==> src/rtl/tick_pkg.sv <==
// tick_pkg: definitions shared by the tick generator, its prescaler and its
// interface.
//   state_t     - controller states (IDLE, RUN, STEP)
//   DEF_WIDTH   - default prescaler/divider width
//   DEF_CNT_W   - default width of the wrapping tick tally
package tick_pkg;

  typedef enum logic [1:0] {
    ST_IDLE = 2'd0,
    ST_RUN  = 2'd1,
    ST_STEP = 2'd2
  } state_t;

  localparam int DEF_WIDTH = 8;
  localparam int DEF_CNT_W = 2;

endpackage

==> src/rtl/tick_gen_if.sv <==
// tick_gen_if: command and status bundle of the tick generator.
//   start/stop/step - level commands, sampled on every rising clk edge
//   div             - tick period minus 1, latched on entry to RUN/STEP
//   tick            - registered one-cycle enable pulse
//   running         - high while in RUN or STEP
//   phase           - current prescaler value
//   ticks           - wrapping count of ticks issued
//   state           - controller state, exposed for debug
// There is no valid/ready handshake: commands are plain levels. Every edge
// acts on whatever is present, with priority stop > start > step.
// All outputs are registered.
interface tick_gen_if
  import tick_pkg::*;
#(
  parameter int WIDTH = DEF_WIDTH,
  parameter int CNT_W = DEF_CNT_W
) ();

  logic             start;
  logic             stop;
  logic             step;
  logic [WIDTH-1:0] div;
  logic             tick;
  logic             running;
  logic [WIDTH-1:0] phase;
  logic [CNT_W-1:0] ticks;
  state_t           state;

  modport master (
    output start, stop, step, div,
    input  tick, running, phase, ticks, state
  );

  modport slave (
    input  start, stop, step, div,
    output tick, running, phase, ticks, state
  );

endinterface

==> src/rtl/tick_prescaler.sv <==
// tick_prescaler: counts 0..div_q and then wraps.
//   clk, rst  - clock and synchronous active-high reset
//   clear     - force the count to 0 (takes priority over enable)
//   enable    - advance the count this edge
//   div_q     - terminal value
//   count     - current prescaler value
//   terminal  - count == div_q; the count wraps to 0 on an enabled edge
module tick_prescaler #(
  parameter int WIDTH = 8
) (
  input  logic             clk,
  input  logic             rst,
  input  logic             clear,
  input  logic             enable,
  input  logic [WIDTH-1:0] div_q,
  output logic [WIDTH-1:0] count,
  output logic             terminal
);

  logic [WIDTH-1:0] cnt_q;

  assign terminal = (cnt_q == div_q);
  assign count    = cnt_q;

  always_ff @(posedge clk) begin
    if (rst || clear) begin
      cnt_q <= '0;
    end else if (enable) begin
      cnt_q <= terminal ? '0 : cnt_q + WIDTH'(1);
    end
  end

endmodule

==> src/rtl/tick_gen.sv <==
// tick_gen: programmable tick generator with continuous (RUN) and single-shot
// (STEP) modes.
//   clk    - single clock; all state updates on the rising edge
//   reset  - synchronous, active-high; overrides all commands
//   bus    - tick_gen_if slave: start/stop/step/div in,
//            tick/running/phase/ticks/state out
// The period is div_q+1 cycles. div is captured only when entering RUN or STEP
// from IDLE. A STEP that receives start becomes RUN and keeps its phase.
module tick_gen
  import tick_pkg::*;
#(
  parameter int WIDTH = DEF_WIDTH,
  parameter int CNT_W = DEF_CNT_W
) (
  input  logic       clk,
  input  logic       reset,
  tick_gen_if.slave  bus
);

  state_t           state, state_n;
  logic [WIDTH-1:0] div_q;
  logic             tick_q;
  logic             running_q;
  logic [CNT_W-1:0] ticks_q;

  logic             presc_clear;
  logic             presc_en;
  logic             load_div;
  logic             tick_d;
  logic             terminal;
  logic [WIDTH-1:0] phase;

  tick_prescaler #(.WIDTH(WIDTH)) u_presc (
    .clk      (clk),
    .rst      (reset),
    .clear    (presc_clear),
    .enable   (presc_en),
    .div_q    (div_q),
    .count    (phase),
    .terminal (terminal)
  );

  always_comb begin
    state_n     = state;
    presc_clear = 1'b0;
    presc_en    = 1'b0;
    load_div    = 1'b0;
    tick_d      = 1'b0;
    case (state)
      ST_IDLE: begin
        presc_clear = 1'b1;
        if (!bus.stop) begin
          if (bus.start) begin
            state_n  = ST_RUN;
            load_div = 1'b1;
          end else if (bus.step) begin
            state_n  = ST_STEP;
            load_div = 1'b1;
          end
        end
      end
      ST_RUN: begin
        // stop also suppresses a tick that would land on this edge
        if (bus.stop) begin
          state_n     = ST_IDLE;
          presc_clear = 1'b1;
        end else begin
          presc_en = 1'b1;
          tick_d   = terminal;
        end
      end
      ST_STEP: begin
        if (bus.stop) begin
          state_n     = ST_IDLE;
          presc_clear = 1'b1;
        end else begin
          presc_en = 1'b1;
          tick_d   = terminal;
          // start converts to RUN without a reload; otherwise the single
          // tick ends the step on the same edge
          if (bus.start) begin
            state_n = ST_RUN;
          end else if (terminal) begin
            state_n = ST_IDLE;
          end
        end
      end
      default: begin
        state_n     = ST_IDLE;
        presc_clear = 1'b1;
      end
    endcase
  end

  always_ff @(posedge clk) begin
    if (reset) begin
      state     <= ST_IDLE;
      div_q     <= '0;
      tick_q    <= 1'b0;
      running_q <= 1'b0;
      ticks_q   <= '0;
    end else begin
      state     <= state_n;
      if (load_div) begin
        div_q <= bus.div;
      end
      tick_q    <= tick_d;
      running_q <= (state_n != ST_IDLE);
      if (tick_d) begin
        ticks_q <= ticks_q + CNT_W'(1);
      end
    end
  end

  assign bus.tick    = tick_q;
  assign bus.running = running_q;
  assign bus.phase   = phase;
  assign bus.ticks   = ticks_q;
  assign bus.state   = state;

endmodule

==> src/flat_wrapper.sv <==
// flat-port wrapper written by rule: the top's interface ports become plain ports
module tick_gen_flat import tick_pkg::*;
#(
  parameter int WIDTH = DEF_WIDTH,
  parameter int CNT_W = DEF_CNT_W
)
  (clk, reset, bus_start, bus_stop, bus_step, bus_div, bus_tick, bus_running, bus_phase, bus_ticks, bus_state);
  tick_gen_if #(.WIDTH(WIDTH), .CNT_W(CNT_W)) bus_i ();
  input  logic clk;
  input  logic reset;
  input wire logic [$bits(bus_i.start)-1:0] bus_start;
  input wire logic [$bits(bus_i.stop)-1:0] bus_stop;
  input wire logic [$bits(bus_i.step)-1:0] bus_step;
  input wire logic [$bits(bus_i.div)-1:0] bus_div;
  output wire logic [$bits(bus_i.tick)-1:0] bus_tick;
  output wire logic [$bits(bus_i.running)-1:0] bus_running;
  output wire logic [$bits(bus_i.phase)-1:0] bus_phase;
  output wire logic [$bits(bus_i.ticks)-1:0] bus_ticks;
  output wire logic [$bits(bus_i.state)-1:0] bus_state;
  assign bus_i.start = bus_start;
  assign bus_i.stop = bus_stop;
  assign bus_i.step = bus_step;
  assign bus_i.div = bus_div;
  assign bus_tick = bus_i.tick;
  assign bus_running = bus_i.running;
  assign bus_phase = bus_i.phase;
  assign bus_ticks = bus_i.ticks;
  assign bus_state = bus_i.state;
  tick_gen #(.WIDTH(WIDTH), .CNT_W(CNT_W)) u_core (.clk(clk), .reset(reset), .bus(bus_i));
endmodule
==> config.mk <==
export PLATFORM = sky130hd
export DESIGN_NAME = tick_gen_flat
export DESIGN_NICKNAME = d
export VERILOG_FILES = /design/src/rtl/tick_pkg.sv /design/src/rtl/tick_gen_if.sv /design/src/rtl/tick_prescaler.sv /design/src/rtl/tick_gen.sv /design/src/flat_wrapper.sv
export SDC_FILE = /design/constraint.sdc
export NUM_CORES = 1
export LEC_CHECK = 0
export CORE_MARGIN = 2
export CORE_UTILIZATION = 35
export DETAILED_ROUTE_END_ITERATION = 8
export PLACE_DENSITY = 0.58
export SLEW_MARGIN = 20
export SYNTH_ARGS = -nofsm -noshare
export SYNTH_HDL_FRONTEND = slang
export SYNTH_SLANG_ARGS = --single-unit
==> constraint.sdc <==
create_clock -name clk -period 2 [get_ports clk]
set_clock_uncertainty 0.1 [all_clocks]
set_input_delay 0.3 -clock clk [delete_from_list [all_inputs] [get_ports clk]]
set_output_delay 0.3 -clock clk [all_outputs]
set_load 0.02 [all_outputs]
[Yosys cells after proc, flatten, opt, wreduce, memory -nomap -nowiden]
Cells that the tools add are included.
Word-level totals
  register bits: 22
  input bits: 13
  output and inout bits: 14
  word-level logic and storage cells: 34
Cells by class
  add/subtract/negate cells: 2
  eq/ne operators: 3
  muxes and demuxes: 19
  reductions and logical operators: 4
Operators with widths (count)
  2-bit two-way mux: 7
  1-bit two-way mux: 10
  8-bit by 1-bit adder with 8-bit output, second input constant: 1
  8-bit equality test: 1
  8-bit two-way mux: 1
  2-bit case mux with 3 select lines: 1
  2-bit by 1-bit adder with 2-bit output, second input constant: 1
  2-bit by 1-bit equality test with 1-bit output, second input constant: 1
  2-bit equality test, second input constant: 1
  2-bit zero test: 1
  2-bit nonzero test: 1
  2-bit OR reduction: 1
  1-bit logical OR: 1

[Depth between registers and ports, before layout]
Gate-level depths: netlist of run 1.
  depth after elaboration: 6
  mapped depth: 6
  mapped depth without buffers: 6

[By module]
Synthesis of run 1 repeated with hierarchy kept, for this count alone.
Unflattened totals
  cells, all modules: 113
  area total of the unflattened synthesis: 1068.5 sq um
Modules (own cells, without submodules)
  tick_gen: instances 1, cells an instance 64, area an instance 620.6 sq um
  tick_prescaler: instances 1, cells an instance 49, area an instance 447.9 sq um

[Least setup slack after synthesis of run 1]
Ideal clock, no wire load.
  path kind: reg2reg
  from: reg u_core.state[1], in the netlist u_core.bus.state[1]
  to: reg u_core.ticks_q[1], in the netlist u_core.bus.ticks[1]
  data arrival time: 1.641 ns
  data required time: 1.779 ns
  slack: 0.138 ns
  cell stages (with the launch flop): 7
  path buffers: 0
  clock period less this slack: 1.862 ns
  path through: dfxtp_1 inv_1 ha_1 nor2b_1 nand2_1 nor3_1 mux2_2
On the way
  cells in the longest elaborated chain, start to end: 3
RTL lines
  start: declaration: RTL line tick_gen.sv:20  | state_t state, state_n;
  start signal: assignment: RTL line tick_gen.sv:103  | state <= state_n;
  2-bit by 1-bit equality test with 1-bit output / 2-bit equality test (equally long branches): RTL line tick_gen.sv:49  | case (state)
  2-bit OR reduction (no source line) (*)
  1-bit two-way mux (*)
  end signal: assignment: RTL line tick_gen.sv:110  | ticks_q <= ticks_q + CNT_W'(1);
  end: declaration: RTL line tick_gen.sv:24  | logic [CNT_W-1:0] ticks_q;
Mark *: on every way between the ends. The rest lies on a longest branch, timed or not.
A chain may end at the register's enable or synchronous reset.

[Final worst setup path of run 1]
  from: reg u_core.u_presc.cnt_q[2], in the netlist u_core.u_presc.count[2]
  to: out bus_phase[2]
RTL lines
  start: declaration: RTL line tick_prescaler.sv:20  | logic [WIDTH-1:0] cnt_q;
  start signal: assignment: RTL line tick_prescaler.sv:29  | cnt_q <= terminal ? '0 : cnt_q + WIDTH'(1);
  end: declaration: RTL line flat_wrapper.sv:17  | output wire logic [$bits(bus_i.phase)-1:0] bus_phase;
No word-level cell between the ends.

==> results.sh, run 1 <==
export IMPL_p_total_mw=0.909
export IMPL_tns_ps=0
export IMPL_setup_worst_path_start_class="flop"
export IMPL_antenna_found_initial=0
export IMPL_cts_resized=0
export IMPL_ir_drop_mv=0.307
export IMPL_final_setup_worst_slack_ps=158
export IMPL_first_pass_iters=4
export IMPL_clockBufferDepth=2
export IMPL_drcViolationCount=0
export IMPL_required_ps=1600
export IMPL_drt_iter0_drc=48
export IMPL_antenna_cells=0
export IMPL_synthSimpleGateAreaFrac=0.204
export IMPL_fin_nets=172
export IMPL_synth_area_mux_share=0.0856
export IMPL_grt_max_degree=13
export IMPL_post_dp_hpwl_um=1750
export IMPL_synth_fa_ha_area_frac=0.0586
export IMPL_critPathTopFamily="buffers and inverters"
export IMPL_slew_viol_final=0
export IMPL_grt_pass1_vias=946
export IMPL_worst_setup_path_type="flop to output port"
export IMPL_die_h_um=59.2
export IMPL_gp_congestion=0.763
export IMPL_p_leak_nw=0.558
export IMPL_r2r_start="u_core.bus.state[1]$_SDFF_PP0_"
export IMPL_synth_top_family_by_area="simple AND/OR/NAND/NOR gates"
export IMPL_core_area_mm2=0.00298
export IMPL_crit_fanout=4
export IMPL_cts_tree="built"
export IMPL_synth_avg_cell_area_um2=9.12
export IMPL_utilization=0.488
export IMPL_grt_pass1_wl_um=4060
export IMPL_synth_fp_nets=135
export IMPL_die_area_mm2=0.00351
export IMPL_ys_warnings_count=0
export IMPL_place_ws_ps=106
export IMPL_synth_edf_count=0
export IMPL_yosysUniqueCellTypes=31
export IMPL_hold_end="u_core.bus.ticks[0]$_SDFFE_PP0P_"
export IMPL_syn_instance_count=117
export IMPL_async_reset_ff_frac=0
export IMPL_cts_buffers=3
export IMPL_numPortBuffers=26
export IMPL_synth_area_mm2=0.00107
export IMPL_hold_depth=2
export IMPL_ys_ff_latch=22
export IMPL_post_cts_buffers=0
export IMPL_synth_area_leaders="dfxtp_1 (41%), xnor2_1 (9.8%), mux2i_1 (7.5%), nor2_1 (6.7%), ha_1 (5.9%)"
export IMPL_synthFlopType="dfxtp_1"
export IMPL_drt_wirelength_per_cell_um=12.4
export IMPL_final_layout_size_suffix_gt1_frac=0.0980
export IMPL_synth_compound_area_frac=0.103
export IMPL_routed_wl_um=2310
export IMPL_status="completed"
export IMPL_r2r_end="u_core.bus.ticks[1]$_SDFFE_PP0P_"
export IMPL_die_w_um=59.2
export IMPL_hold_ws_ps=416
export IMPL_crit_slowest_cell="clkdlybuf4s50_1"
export IMPL_num_rows=20
export IMPL_fmax_ghz=0.543
export IMPL_viasPerCell=5.09
export IMPL_hold_viol_final=0
export IMPL_grtUsageTotal=0.153
export IMPL_cp_arrival_ps=1440
export IMPL_final_min_clock_period_ps=1840
export IMPL_synth_common_cells="dfxtp_1 (22), nor2_1 (19), xnor2_1 (12), mux2i_1 (8), a21oi_1 (6)"
export IMPL_ctsHtreeMaxLevel=1
export IMPL_finalSetupViolCount=0
export IMPL_cts_num_sinks=22
export IMPL_clkTransAtPathRegs_ps=130
export IMPL_r2r_setup_slack_ps=290
export IMPL_insertion_delay_ps=310
export IMPL_cts_hold_buf=0
export IMPL_cts_root_buffer="clkbuf_4"
export IMPL_cap_viol_max_count=0
export IMPL_ys_seq_area_frac=0.413
export IMPL_finalCritPeriodShare=0.921
export IMPL_rsz0062_at_grt="false"
export IMPL_crit_buf_inv=1
export IMPL_yosys_area_top_type="dfxtp_1"
export IMPL_hold_start="u_core.bus.ticks[0]$_SDFFE_PP0P_"
export IMPL_syn2layout_area_growth_pct=36.2
export IMPL_ios=27
export IMPL_cp_cell_sequence="clkdlybuf4s50_1"
export IMPL_critPathMaxStageDelay_ps=650
export IMPL_yosysTopAreaCellShare=0.413
export IMPL_vias=947
export IMPL_worst_pin_slew_ps=575
export IMPL_synth_most_common_cell="dfxtp_1"
export IMPL_start_util=0.358
export IMPL_drt_antenna_violating_nets=0
export IMPL_synthXorXnorAreaFrac=0.115
export IMPL_slew_headroom=0.616
export IMPL_overflow=0
export IMPL_min_path_type="flop to flop"
export IMPL_critPathCaptureType="output port"
export IMPL_rr_worst_depth=6
export IMPL_powerDensity_mw_per_mm2=625
## metal layers
metal	vias to the layer above	part of all wire	track usage
met5	-	0	0
met4	0	0.036	0.107
met3	8	0.063	0.0240
met2	39	0.45	0.246
met1	423	0.45	0.185
li1	477	-	-
## registers in the layout (all words and copies together), names as in the netlist
signal,cells
u_core.u_presc.count,8
u_core.div_q,8
u_core.bus.state,2
u_core.bus.running,1
u_core.bus.tick,1
u_core.bus.ticks,2
## power breakdown
part           internal (mW)  switching (mW)  total (mW)
combinational         0.0931          0.0931       0.186
sequential             0.458          0.0125       0.470
clock                  0.111           0.141       0.253
## metrics by stage
step / cells / instance area [um^2]
after floorplan: 117 / 1070
after global placement: 182 / 1420
after detailed placement: 182 / 1420
after CTS: 186 / 1450
after global routing: 186 / 1450
final: 186 / 1450
## how the worst max path moves through the flow
| stage | slack, ps | to | depth (start not counted) | start |
|---|---|---|---|---|
| after floorplan | 140 | u_core.bus.ticks[1]$_SDFFE_PP0P_ | 6 | u_core.bus.state[1]$_SDFF_PP0_ |
| after global placement | 90 | u_core.bus.ticks[1]$_SDFFE_PP0P_ | 5 | bus_stop |
| after detailed placement | 110 | u_core.u_presc.count[7]$_SDFFE_PP0P_ | 5 | bus_stop |
| after CTS | 140 | bus_phase[2] | 1 | u_core.u_presc.count[2]$_SDFFE_PP0P_ |
| after global routing | 90 | bus_phase[1] | 1 | u_core.u_presc.count[1]$_SDFFE_PP0P_ |
| final | 160 | bus_phase[2] | 1 | u_core.u_presc.count[2]$_SDFFE_PP0P_ |
## cells by family after synthesis
group | after synthesis
xor gates and xnor gates | 14
buffers and inverters | 6
AOI/OAI and AO/OA | 17
DFF | 22
adders and majority gates | 5
and+or+nand+nor | 44
muxes | 9
## layout by cell type (no fill, tap or decap), types with 3 or more instances in the layout
cell type and count:
clkbuf_4 3, xnor2_1 12, dfxtp_1 22, inv_1 5, mux2i_1 8, nand2_1 5, nand2b_1 3, ha_1 5
a21oi_1 6, nor2b_1 3, nor2_1 19, nor3_1 3, clkdlybuf4s50_1 26, buf_4 7
## cell type report
cell class	instances	area, um^2
fill	281	1520
clock buffer	4	36.3
tap	33	41.3
timing repair buffer	33	313
sequential	22	440
multi-input combinational	89	604
inverter	5	18.8
No activity file was read; power rests on OpenSTA's default activity.
==> run 2, diff against run 1 <==
- HOLD_SLACK_MARGIN: unset -> 0.1
- PLACE_DENSITY: 0.58 -> unset
==> run 2 against run 1 <==
Against the previous run:
- first-iteration DRC count is 46% lower
- largest power group unchanged
- total power decreased by 5.9%
- worst hold slack gained 15 ps
- critical path depth is the same
- global-route usage fell by 0.45 points
- cell count shrank 0.54%
- sequential share of layout area grew 0.29 points
- design area decreased by 0.95%
- register-to-register slack lost 60 ps
- clock power down 21%
- via count is 2.9% lower
- non-clock buffer count did not move
==> results.sh, run 2 (same netlist as run 1, synthesis figures left out) <==
export IMPL_status="completed"
export IMPL_powerDensity_mw_per_mm2=594
export IMPL_mostFrequentLayoutCells="clkdlybuf4s50_1 (26), dfxtp_1 (22), nor2_1 (19)"
export IMPL_final_cells=185
export IMPL_vias=920
export IMPL_layout_commonest_cell="clkdlybuf4s50_1"
export IMPL_cts_resized=0
export IMPL_crit_fanout=5
export IMPL_final_layout_size_suffix_gt1_frac=0.0921
export IMPL_cts_buffers=3
export IMPL_final_setup_worst_slack_ps=159
export IMPL_die_area_mm2=0.00351
export IMPL_clockBufferDepth=2
export IMPL_stdcell_area_mm2=0.00144
export IMPL_ios=27
export IMPL_insertion_delay_ps=310
export IMPL_cp_arrival_ps=1440
export IMPL_drt_antenna_violating_nets=0
export IMPL_place_area_mm2=0.00142
export IMPL_rsz0062_at_grt="false"
export IMPL_drcViolationCount=0
export IMPL_finalSetupViolCount=0
export IMPL_grt_pass1_vias=913
export IMPL_slew_viol_final=0
export IMPL_place_inst=182
export IMPL_syn2layout_area_growth_pct=34.9
export IMPL_place_ws_ps=69.5
export IMPL_clkTransAtPathRegs_ps=120
export IMPL_first_pass_iters=6
export IMPL_final_min_clock_period_ps=1840
export IMPL_viasPerCell=4.97
export IMPL_ir_drop_mv=0.347
export IMPL_slew_headroom=0.600
export IMPL_fmax_ghz=0.543
export IMPL_core_area_mm2=0.00298
export IMPL_ctsHtreeMaxLevel=1
export IMPL_gp_congestion=0.811
export IMPL_fin_nets=172
export IMPL_die_h_um=59.2
export IMPL_drt_wirelength_per_cell_um=12.6
export IMPL_setup_worst_path_start_class="flop"
export IMPL_antenna_cells=0
export IMPL_grt_pass1_wl_um=3960
export IMPL_drt_iter0_drc=26
export IMPL_routed_wl_um=2320
export IMPL_min_path_type="flop to flop"
export IMPL_worst_setup_path_type="flop to output port"
export IMPL_critPathCaptureType="output port"
export IMPL_die_w_um=59.2
export IMPL_tns_ps=0
export IMPL_post_dp_hpwl_um=1800
export IMPL_cts_tree="built"
export IMPL_cts_root_buffer="clkbuf_4"
export IMPL_critPathTopFamily="buffers and inverters"
export IMPL_crit_buf_inv=1
export IMPL_grtUsageTotal=0.149
export IMPL_post_cts_buffers=0
export IMPL_numPortBuffers=26
export IMPL_cap_viol_max_count=0
export IMPL_required_ps=1600
export IMPL_antenna_found_initial=0
export IMPL_cts_hold_buf=0
export IMPL_grt_max_degree=13
export IMPL_utilization=0.484
export IMPL_crit_slowest_cell="clkdlybuf4s50_1"
export IMPL_p_leak_nw=0.552
export IMPL_cts_num_sinks=22
export IMPL_num_rows=20
export IMPL_worst_pin_slew_ps=596
export IMPL_finalCritPeriodShare=0.920
export IMPL_hold_viol_final=0
export IMPL_critPathMaxStageDelay_ps=660
export IMPL_cp_cell_sequence="clkdlybuf4s50_1"
export IMPL_start_util=0.358
export IMPL_overflow=0
==> run 2: cell types whose count changed in the layout (fill, tap and decap cells not counted), sizes merged <==
cell | previous run | this run
clkbuf | 4 | 3
==> run 2: path summary, 6_finish.rpt <==
check | endpoint | cells past startpoint | start | slack (ps)
worst min register to register | u_core.bus.ticks[0]$_SDFFE_PP0P_ | 2 | u_core.bus.ticks[0]$_SDFFE_PP0P_ | 430
worst min-delay path | u_core.bus.ticks[0]$_SDFFE_PP0P_ | 2 | u_core.bus.ticks[0]$_SDFFE_PP0P_ | 430
worst max register to register | u_core.bus.ticks[1]$_SDFFE_PP0P_ | 6 | u_core.bus.state[1]$_SDFF_PP0_ | 230
worst max-delay path | bus_phase[5] | 1 | u_core.u_presc.count[5]$_SDFFE_PP0P_ | 160
==> run 2: stage by stage <==
| step | hold WS [ps] | power (mW) |
|---|---|---|
| finish | 431 | 0.856 |
| global route | 465 | 0.905 |
| CTS | 427 | 0.867 |
| detailed placement | 411 | 0.666 |
| global placement | 390 | 0.661 |
| floorplan | 344 | 0.587 |
==> run 2: worst reg2reg max path, cell delays in order (launching register included) <==
cell	delay (ps)
dfxtp_1	340
inv_1	70
ha_1	310
nor2b_1	200
nand2_1	70
nor3_1	210
mux2_2	360
==> run 2: power by group <==
group	internal, mW	switching [mW]	total, mW
sequential	0.458	0.0117	0.470
combinational	0.0924	0.0940	0.186
clock	0.0703	0.130	0.200
total	0.621	0.235	0.856
==> run 2: area by class of cell <==
class,count,area [um^2]
fillers,297,1540
multi-input cells,89,604
flip-flops and latches,22,440
repair buffers,33,313
well taps,33,41.3
clock buffers,3,22.5
inverters,5,18.8
==> run 2: metal layers <==
layer	wire [um]	track usage	up-vias
li1	-	-	475
met1	1040	0.181	414
met2	1130	0.256	27
met3	119	0.0240	4
met4	34	0.0649	0
met5	0	0	-
